`config.mk`:
```
export PLATFORM = sky130hd
export DESIGN_NAME = decm
export DESIGN_NICKNAME = d
export VERILOG_FILES = /design/src/rtl/ecap5_dproc_pkg.sv /design/src/rtl/decm_imm.sv /design/src/rtl/decm.sv
export SDC_FILE = /design/constraint.sdc
export NUM_CORES = 1
export LEC_CHECK = 0
export CORE_UTILIZATION = 46
export CTS_BUF_LIST = sky130_fd_sc_hd__clkbuf_16
export DETAILED_ROUTE_END_ITERATION = 16
export GPL_TIMING_DRIVEN = 0
export PLACE_DENSITY = 0.82
export SYNTH_ARGS = -nofsm -noshare
export SYNTH_HDL_FRONTEND = slang
export SYNTH_SLANG_ARGS = --single-unit
```
`constraint.sdc`:
```
create_clock -name clk_i -period 1.9 [get_ports clk_i]
set_input_delay 0.19 -clock clk_i [delete_from_list [all_inputs] [get_ports clk_i]]
set_output_delay 0.19 -clock clk_i [all_outputs]
set_load 0.02 [all_outputs]
```
`src/rtl/ecap5_dproc_pkg.sv`:
```
// ecap5_dproc_pkg - shared types and constants of the ECAP5-DPROC pipeline.
//
// Provides the RV32I opcode constants, the ALU operation and instruction
// class enumerations, the decoded-instruction record carried from decode to
// execute, and small decode helpers shared by the decode stage.
package ecap5_dproc_pkg;

    // RV32I major opcodes (full 7 bits, so instr[1:0] != 2'b11 never matches)
    localparam logic [6:0] OPCODE_ALU_REG = 7'b0110011;
    localparam logic [6:0] OPCODE_ALU_IMM = 7'b0010011;
    localparam logic [6:0] OPCODE_LOAD    = 7'b0000011;
    localparam logic [6:0] OPCODE_STORE   = 7'b0100011;
    localparam logic [6:0] OPCODE_BRANCH  = 7'b1100011;
    localparam logic [6:0] OPCODE_JAL     = 7'b1101111;
    localparam logic [6:0] OPCODE_JALR    = 7'b1100111;
    localparam logic [6:0] OPCODE_LUI     = 7'b0110111;
    localparam logic [6:0] OPCODE_AUIPC   = 7'b0010111;
    localparam logic [6:0] OPCODE_FENCE   = 7'b0001111;
    localparam logic [6:0] OPCODE_SYSTEM  = 7'b1110011;

    localparam logic [6:0] FUNCT7_BASE = 7'b0000000;
    localparam logic [6:0] FUNCT7_ALT  = 7'b0100000;

    typedef enum logic [3:0] {
        ALU_ADD    = 4'd0,
        ALU_SUB    = 4'd1,
        ALU_SLL    = 4'd2,
        ALU_SLT    = 4'd3,
        ALU_SLTU   = 4'd4,
        ALU_XOR    = 4'd5,
        ALU_SRL    = 4'd6,
        ALU_SRA    = 4'd7,
        ALU_OR     = 4'd8,
        ALU_AND    = 4'd9,
        ALU_PASS_B = 4'd10
    } alu_op_t;

    // CLASS_NONE (0) marks an unlisted opcode and is also the reset value.
    typedef enum logic [3:0] {
        CLASS_NONE    = 4'd0,
        CLASS_ALU_REG = 4'd1,
        CLASS_ALU_IMM = 4'd2,
        CLASS_LOAD    = 4'd3,
        CLASS_STORE   = 4'd4,
        CLASS_BRANCH  = 4'd5,
        CLASS_JAL     = 4'd6,
        CLASS_JALR    = 4'd7,
        CLASS_LUI     = 4'd8,
        CLASS_AUIPC   = 4'd9,
        CLASS_FENCE   = 4'd10,
        CLASS_SYSTEM  = 4'd11
    } instr_class_t;

    typedef struct packed {
        logic [4:0]   rd;
        logic [4:0]   rs1;
        logic [4:0]   rs2;
        logic [31:0]  imm;
        logic [2:0]   funct3;
        alu_op_t      alu_op;
        instr_class_t instr_class;
        logic         illegal;
    } decoded_t;

    function automatic instr_class_t classify(input logic [6:0] opcode);
        case (opcode)
            OPCODE_ALU_REG: return CLASS_ALU_REG;
            OPCODE_ALU_IMM: return CLASS_ALU_IMM;
            OPCODE_LOAD:    return CLASS_LOAD;
            OPCODE_STORE:   return CLASS_STORE;
            OPCODE_BRANCH:  return CLASS_BRANCH;
            OPCODE_JAL:     return CLASS_JAL;
            OPCODE_JALR:    return CLASS_JALR;
            OPCODE_LUI:     return CLASS_LUI;
            OPCODE_AUIPC:   return CLASS_AUIPC;
            OPCODE_FENCE:   return CLASS_FENCE;
            OPCODE_SYSTEM:  return CLASS_SYSTEM;
            default:        return CLASS_NONE;
        endcase
    endfunction

    // alt selects SUB for funct3=000 and SRA for funct3=101.
    function automatic alu_op_t alu_from_funct3(input logic [2:0] funct3,
                                                input logic       alt);
        case (funct3)
            3'b000:  return alt ? ALU_SUB : ALU_ADD;
            3'b001:  return ALU_SLL;
            3'b010:  return ALU_SLT;
            3'b011:  return ALU_SLTU;
            3'b100:  return ALU_XOR;
            3'b101:  return alt ? ALU_SRA : ALU_SRL;
            3'b110:  return ALU_OR;
            default: return ALU_AND;
        endcase
    endfunction

endpackage

```
`src/rtl/decm_imm.sv`:
```
// decm_imm - combinational RV32I immediate generator.
//
// Ports:
//   instr_i  in  [31:7]  instruction bits above the opcode (all feed some format)
//   class_i  in  4       decoded instruction class, selects the immediate format
//   imm_o    out 32      sign-extended immediate; 0 for classes without one
module decm_imm
    import ecap5_dproc_pkg::*;
(
    input  logic [31:7]  instr_i,
    input  instr_class_t class_i,
    output logic [31:0]  imm_o
);

    logic [31:0] imm_i_type;
    logic [31:0] imm_s_type;
    logic [31:0] imm_b_type;
    logic [31:0] imm_u_type;
    logic [31:0] imm_j_type;

    assign imm_i_type = {{20{instr_i[31]}}, instr_i[31:20]};
    assign imm_s_type = {{20{instr_i[31]}}, instr_i[31:25], instr_i[11:7]};
    assign imm_b_type = {{19{instr_i[31]}}, instr_i[31], instr_i[7],
                         instr_i[30:25], instr_i[11:8], 1'b0};
    assign imm_u_type = {instr_i[31:12], 12'h000};
    assign imm_j_type = {{11{instr_i[31]}}, instr_i[31], instr_i[19:12],
                         instr_i[20], instr_i[30:21], 1'b0};

    always_comb begin
        // NOTE: default first so every path assigns imm_o and no latch is inferred.
        imm_o = '0;
        case (class_i)
            CLASS_ALU_IMM, CLASS_LOAD, CLASS_JALR,
            CLASS_FENCE, CLASS_SYSTEM:  imm_o = imm_i_type;
            CLASS_STORE:                imm_o = imm_s_type;
            CLASS_BRANCH:               imm_o = imm_b_type;
            CLASS_LUI, CLASS_AUIPC:     imm_o = imm_u_type;
            CLASS_JAL:                  imm_o = imm_j_type;
            default:                    imm_o = '0;
        endcase
    end

endmodule

```
`src/rtl/decm.sv`:
```
// decm - RV32I instruction decode stage of the ECAP5-DPROC pipeline.
//
// Decodes one instruction per input handshake into a record that is held in a
// single-entry output register until execute consumes it.
//
// Ports:
//   clk_i           in   1   clock, rising edge
//   rst_ni          in   1   asynchronous active-low reset
//   flush_i         in   1   drop held record and any instruction offered this cycle
//   input_valid_i   in   1   instr_i valid (from fetch)
//   input_ready_o   out  1   decode can accept this cycle
//   instr_i         in   32  raw instruction
//   output_valid_o  out  1   decoded record valid
//   output_ready_i  in   1   execute consumes the record this cycle
//   rd_o/rs1_o/rs2_o out 5   register indices, 0 when the class does not use them
//   imm_o           out  32  sign-extended immediate
//   funct3_o        out  3   instr[14:12]
//   alu_op_o        out  4   alu_op_t
//   instr_class_o   out  4   instr_class_t
//   illegal_o       out  1   instruction is not legal RV32I
module decm
    import ecap5_dproc_pkg::*;
(
    input  logic        clk_i,
    input  logic        rst_ni,
    input  logic        flush_i,
    input  logic        input_valid_i,
    output logic        input_ready_o,
    input  logic [31:0] instr_i,
    output logic        output_valid_o,
    input  logic        output_ready_i,
    output logic [4:0]  rd_o,
    output logic [4:0]  rs1_o,
    output logic [4:0]  rs2_o,
    output logic [31:0] imm_o,
    output logic [2:0]  funct3_o,
    output logic [3:0]  alu_op_o,
    output logic [3:0]  instr_class_o,
    output logic        illegal_o
);

    logic [6:0]   opcode;
    logic [2:0]   funct3;
    logic [6:0]   funct7;
    instr_class_t instr_class;
    logic [31:0]  imm;
    decoded_t     dec;
    decoded_t     rec_q;
    logic         output_valid_q;
    logic         accept;

    assign opcode      = instr_i[6:0];
    assign funct3      = instr_i[14:12];
    assign funct7      = instr_i[31:25];
    assign instr_class = classify(opcode);

    decm_imm u_imm (
        .instr_i (instr_i[31:7]),
        .class_i (instr_class),
        .imm_o   (imm)
    );

    always_comb begin
        dec             = '0;
        dec.funct3      = funct3;
        dec.imm         = imm;
        dec.instr_class = instr_class;
        dec.alu_op      = ALU_ADD;
        dec.illegal     = (instr_class == CLASS_NONE);

        case (instr_class)
            CLASS_ALU_REG, CLASS_ALU_IMM, CLASS_LOAD, CLASS_JAL,
            CLASS_JALR, CLASS_LUI, CLASS_AUIPC: dec.rd = instr_i[11:7];
            default:                            dec.rd = '0;
        endcase

        case (instr_class)
            CLASS_NONE, CLASS_JAL, CLASS_LUI, CLASS_AUIPC: dec.rs1 = '0;
            default:                                       dec.rs1 = instr_i[19:15];
        endcase

        case (instr_class)
            CLASS_ALU_REG, CLASS_STORE, CLASS_BRANCH: dec.rs2 = instr_i[24:20];
            default:                                  dec.rs2 = '0;
        endcase

        case (instr_class)
            CLASS_ALU_REG: begin
                dec.alu_op = alu_from_funct3(funct3, instr_i[30]);
                if (funct7 != FUNCT7_BASE && funct7 != FUNCT7_ALT)
                    dec.illegal = 1'b1;
                // The alternate encoding only exists for SUB and SRA.
                if (funct7 == FUNCT7_ALT && funct3 != 3'b000 && funct3 != 3'b101)
                    dec.illegal = 1'b1;
            end
            CLASS_ALU_IMM: begin
                // ADDI has no SUB form; instr[30] only selects SRAI.
                dec.alu_op = alu_from_funct3(funct3, (funct3 == 3'b101) && instr_i[30]);
                if (funct3 == 3'b001 && funct7 != FUNCT7_BASE)
                    dec.illegal = 1'b1;
                if (funct3 == 3'b101 && funct7 != FUNCT7_BASE && funct7 != FUNCT7_ALT)
                    dec.illegal = 1'b1;
            end
            CLASS_LUI: dec.alu_op = ALU_PASS_B;
            default:   dec.alu_op = ALU_ADD;
        endcase

        // Illegal records still travel downstream but with a harmless ALU op.
        if (dec.illegal)
            dec.alu_op = ALU_ADD;
    end

    // Flush frees the stage in the same cycle so fetch can refill it immediately.
    assign input_ready_o = !output_valid_q || output_ready_i || flush_i;
    assign accept        = input_valid_i && input_ready_o && !flush_i;

    always_ff @(posedge clk_i or negedge rst_ni) begin
        if (!rst_ni) begin
            output_valid_q <= 1'b0;
            // NOTE: the record is reset too, because every field output must read 0 out of reset.
            rec_q          <= '0;
        end else if (flush_i) begin
            output_valid_q <= 1'b0;
        end else if (accept) begin
            // NOTE: non-blocking so all state in this block updates from pre-edge values.
            output_valid_q <= 1'b1;
            rec_q          <= dec;
        end else if (output_ready_i) begin
            output_valid_q <= 1'b0;
        end
    end

    assign output_valid_o = output_valid_q;
    assign rd_o           = rec_q.rd;
    assign rs1_o          = rec_q.rs1;
    assign rs2_o          = rec_q.rs2;
    assign imm_o          = rec_q.imm;
    assign funct3_o       = rec_q.funct3;
    assign alu_op_o       = rec_q.alu_op;
    assign instr_class_o  = rec_q.instr_class;
    assign illegal_o      = rec_q.illegal;

endmodule

```
---- Yosys cells after proc, flatten, opt, wreduce, memory -nomap -nowiden ----
Index checks and enable logic that the tools add are counted.
cells by class
  $add $sub $neg .......................... 0
  multiply operators ...................... 0
  divide/modulo/power cells ............... 0
  order comparisons ....................... 0
  equal/unequal tests ..................... 31
  shifts and indexed selects .............. 0
  multiplexer cells ....................... 21
  bitwise logic cells ..................... 1
  reductions and logical operators ........ 24
operators by type and width
  cell                  number
  $pmux W32 S5          1
  $pmux W4 S7           2
  $pmux W4 S11          1
  $eq A7 B6 Y1 const B  4
  $eq A7 B7 Y1 const B  4
  $eq A4 B3 Y1 const B  4
  $eq A4 B4 Y1 const B  4
  $mux W5               3
  $eq A7 B5 Y1 const B  2
  $pmux W4 S3           1
  $mux W1               11
  $eq A3 B3 Y1 const B  3
  $logic_and A1 B1 Y1   9
  $eq A4 B2 Y1 const B  2
  $eq A7 B2 Y1 const B  1
  $eq A7 B4 Y1 const B  1
  $ne A7 B6 Y1 const B  1
  $reduce_bool A7 Y1    1
  $reduce_or A7 Y1      1
  $eq A3 B2 Y1 const B  2
  $reduce_bool A3 Y1    2
  $reduce_or A5 Y1      1
  $eq A4 B1 Y1 const B  1
  $logic_not A4 Y1      1
  12 further kinds      14
storage, ports and cells
  register bits ........................... 60
  latch bits .............................. 0
  RAM bits ................................ 0
  memory bits (read-only) ................. 0
  bits of input ports ..................... 37
  output and inout port bits .............. 61
  logic and storage cells ................. 86
  memories ................................ 0

---- Longest topological paths before layout ----
  depth in word-level cells ............... 7
  depth in mapped cells ................... 7

---- By module ----
Synthesis repeated with hierarchy kept, for this count alone.
unflattened totals
  cell total of the unflattened synthesis .. 348
  area total of the unflattened synthesis .. 3,056.7 um^2
by module, submodules not included
  module    instances  cells an instance  area an instance (um^2)  sequential area each (um^2)
  decm      1          290                2,641.3                  1,501.4
  decm_imm  1          58                 415.4                    0.0

---- Worst setup path after synthesis ----
OpenSTA, ideal clock, no wires.
  kind .................................... input to register
  start point ............................. input instr_i[25]
  end point ............................... register rec_q (netlist bit alu_op_o[0])
  setup time .............................. 68 ps
  data arrival time ....................... 1,804 ps
  data required time ...................... 1,832 ps
  path slack .............................. 28 ps
  cell stages on the path ................. 5
  buffers on the path ..................... 0
  cells stage by stage .................... or4_4 -> a2111oi_4 -> o22ai_2 -> a2111oi_4 -> a32o_1
between the ends
  word-level cells in the longest chain between the ends .. 6
  elaborated cells on any way between the ends .. 15
  classes of those cells .................. eq/ne (2); mux (6); reduce/logical (7)
ends and longest elaborated chain
  element                                 line                     RTL
  from (decl)                             decm.sv:29               input logic [31:0] instr_i,
  $ne A7 B6 Y1 (tied with other cells)    decm.sv:90, decm.sv:101
  $logic_and A1 B1 Y1 (on tied branches)  n/a
  $mux W1 (tied with other cells)         decm.sv:90               if (funct7 != FUNCT7_BASE && funct7 != FUNCT7_ALT)
  $mux W1 (on tied branches)              decm.sv:93, decm.sv:101
  $pmux W1 S2 *                           decm.sv:87               case (instr_class)
  $mux W4 *                               decm.sv:109              if (dec.illegal)
  to (signal assigned)                    decm.sv:121              rec_q <= '0;
  to (signal assigned)                    decm.sv:127              rec_q <= dec;
  to (decl)                               decm.sv:48               decoded_t rec_q;
Every way passes the cells marked *; elsewhere a longest branch is shown, timed or not.
A chain may end at the register's enable or synchronous reset.

---- Worst setup path after layout ----
  start point ............................. register output_valid_q (netlist: output_valid_o)
  end point ............................... output input_ready_o
between the ends
  word-level cells in the longest chain between the ends .. 3
ends and longest elaborated chain
  element                          line         RTL
  from (decl)                      decm.sv:49   logic output_valid_q;
  from (signal assigned)           decm.sv:119  output_valid_q <= 1'b0;
  from (signal assigned)           decm.sv:123  output_valid_q <= 1'b0;
  from (signal assigned)           decm.sv:126  output_valid_q <= 1'b1;
  $logic_not A1 Y1                 decm.sv:114  assign input_ready_o = !output_valid_q || output_ready_i || flush_i;
  $logic_or A1 B1 Y1 (2 in a row)  decm.sv:114
  to (decl)                        decm.sv:28   output logic input_ready_o,
Every way passes these cells.

==> metrics <==
first drt pass iteration count=5; drt total wl=8764 um; CP endpoint kind=output port; Final setup viols=0; Crit path arrival time=1610 ps; top_reg_cell synth=dfrtp_1; Min-Delay Path Depth=2; Post-synth top cells=dfrtp_1, nand2_1, nor2_1; # Post-CTS Setup Buffers=0; Reg power frac=0.367; height of the die=roughly 82 um; met1 Resource Use GR=0.3671; number of register bits inferred by synthesis=60; Post-Syn Instances=302; gr usage total=0.2786; Critical Path Start=output_valid_o$_DFFE_PN0P_; Clk Latency, worst-skew pair=approximately 330 ps; Fin. Hold Viols=0; top post-synthesis cells by area=dfrtp_1, nand2_1, a22o_1, nor2_1, a211o_1; Routed WL per cell=17.96 um; highest clock rate=between 500 and 600 MHz; initial drt markers=between 200 and 250; DRC viols=0; yosys warns=0; sw frac=0.2646; reg2reg start=output_valid_o$_DFFE_PN0P_; power density cells=880.2 mW/mm2; CTS tree=yes; fill count=about 440; top cell type's share of synthesized area=0.5091; status=finished, final reports clean; Slew headroom=0.6125; Die Wd=~82 um; RD Place Congestion=0.8670; CTS clk-pin slew, worst paths=~60 ps; Max clock buf depth=2; Nets=445; clock skew=around 6.0 ps; Peak supply drop=roughly 0.83 mV; Clk Tree Root Cell=clkbuf_16; final setup TNS=0 ps; initial antenna violation count=0; Antenna Cells=0; layout cell share with drive strength beyond 1=0.1017; critical path fanouts, max=3; cell internal pwr=around 2.8 mW; Seq/Total Area, Yosys=0.5091; CTS sink cnt=60; Synth cell types=between 40 and 50; shortest period the worst path allows=around 1800 ps; Hold Crit Class=in2reg; total power draw=~3.8 mW; Vias/cell=around 5.8; final setup margin=between 100 and 150 ps; hold path startpoint=instr_i[27]; GR Util met3=0.07889; Setup WS pre-CTS=-569.8 ps; Pleak=around 2 nW; Final HPWL DP=roughly 6300 um; post-synthesis cell area=between 0.002 and 0.003 mm2; Setup CP Type=reg2out; Net Switching=between 1 and 1.5 mW; cell taking the most area after synthesis=dfrtp_1; vias in the first global route=approximately 2,700; Core Box Area=slightly above 0.006 mm2; maximum capacitance violations=0; worst reg2reg path depth=5; DIE AREA=a little under 0.007 mm2; Worst Tran Pin Value=approximately 580 ps; Post-Layout Inst Area=0.004365 mm2; critical path startpoint category=flop; top-count cell post-synth=dfrtp_1; crit share post-route=0.9473; grt total ovfl=0; first-pass GRT wire length=between 10,000 and 15,000 um; Initial Util=0.4866; number of port buffers=93; Crit path required time=about 1700 ps; Placed Area=approximately 0.004 mm2; met2 GRT Util=0.4421; max-slew violation count=0; Clk pwr share=0.457; Gate power share=0.176; total number of vias=approximately 2,800; CTS buffer count=9; Async SR Flop Fraction=1.000; Rows=28; CTS H-tree depth=3; Mapped Nets=between 300 and 400; RSZ-0062 raised after global routing=false; Syn Area/Cell=a little under 10 um2; number of enable flip-flop cells after synthesis=0; ANT nets after route=0; Area growth syn-to-layout=48.03%; largest net degree at the start of global routing=between 40 and 50; io pins=98; busiest grt layer=met2
cells by family after synthesis:
kind of cell | share of synthesized area
AO/OA/AOI/OAI | 0.2461
XOR/XNOR | 0.002970
buffers and inverters | 0.03691
flip-flops | 0.5091
multiplexers | 0.003818
AND/OR/NAND/NOR | 0.2011
worst paths after layout:
path | to | slack (ps)
setup / recovery | input_ready_o | 100
hold / removal | imm_o[7]$_DFFE_PN0P_ | 120
setup reg to reg | rs1_o[0]$_DFFE_PN0P_ | 150
hold reg to reg | funct3_o[1]$_DFFE_PN0P_ | 470
max in group asynchronous | imm_o[19]$_DFFE_PN0P_ | 920
min in group asynchronous | instr_class_o[0]$_DFFE_PN0P_ | 390
critical path: stages (launching register included):
cell	delay (ps)
dfrtp_1	350
nand2b_1	100
or2_2	300
clkdlybuf4s50_1	540
what timing repair did:
action	in CTS	in global routing
pin swaps	5	6
hold endpoints to repair	20	0
gates resized for setup	9	15
endpoints found under the setup margin	48	35
hold buffers	1	0
flip-flops by register name, indices dropped and copies added (netlist names):
signal          cells
output_valid_o      1
rs2_o               5
funct3_o            3
instr_class_o       4
imm_o              32
rs1_o               5
illegal_o           1
rd_o                5
alu_op_o            4
area by class of cell:
cell class	count	area [um2]	share of cell area
Sequential cell	60	1501	0.3439
Clock inverter	7	98.84	0.02264
Buffer	22	112.6	0.02580
Clock buffer	9	225.2	0.05159
Tap cell	75	93.84	0.02150
Inverter	2	7.507	0.001720
Timing Repair Buffer	95	965.9	0.2213
Multi-Input combinational cell	218	1360	0.3115
power by group through the flow:
stage	registers, mW	logic, mW	clock network [mW]
global route	1.42	0.732	1.84
global placement	1.43	0.653	0
floorplan	1.54	0.203	0
finish	1.41	0.675	1.76
CTS	1.41	0.675	1.77
detailed placement	1.43	0.665	0
layout by cell type (no fill, tap or decap), drive strengths merged, types with 10 or more instances in the layout:
master,netlist,layout
clkdlybuf4s50,0,85
dfrtp,60,60
nand2,47,47
nor2,28,28
clkbuf,16,24
a22o,20,20
o21ai,17,17
and3,14,14
a21oi,14,14
a211o,11,11
a31oi,10,10
buf,6,10
metal layers:
metal / share of wire / wire (um) / up-vias
li1: - / - / 1325
met2: 0.48 / 4193 / 128
met5: 0 / 0 / -
met3: 0.069 / 608 / 12
met4: 0.014 / 120 / 0
met1: 0.44 / 3842 / 1378
metrics by stage:
step	cells	hold slack [ps]	util
finish	488	124.6	0.7203
global route	488	129.7	0.7203
CTS	488	163.0	0.7170
detailed placement	471	192.0	0.6581
global placement	470	459.4	0.6557
floorplan	302	-105.6	-
(Power assumes the default switching activity.)
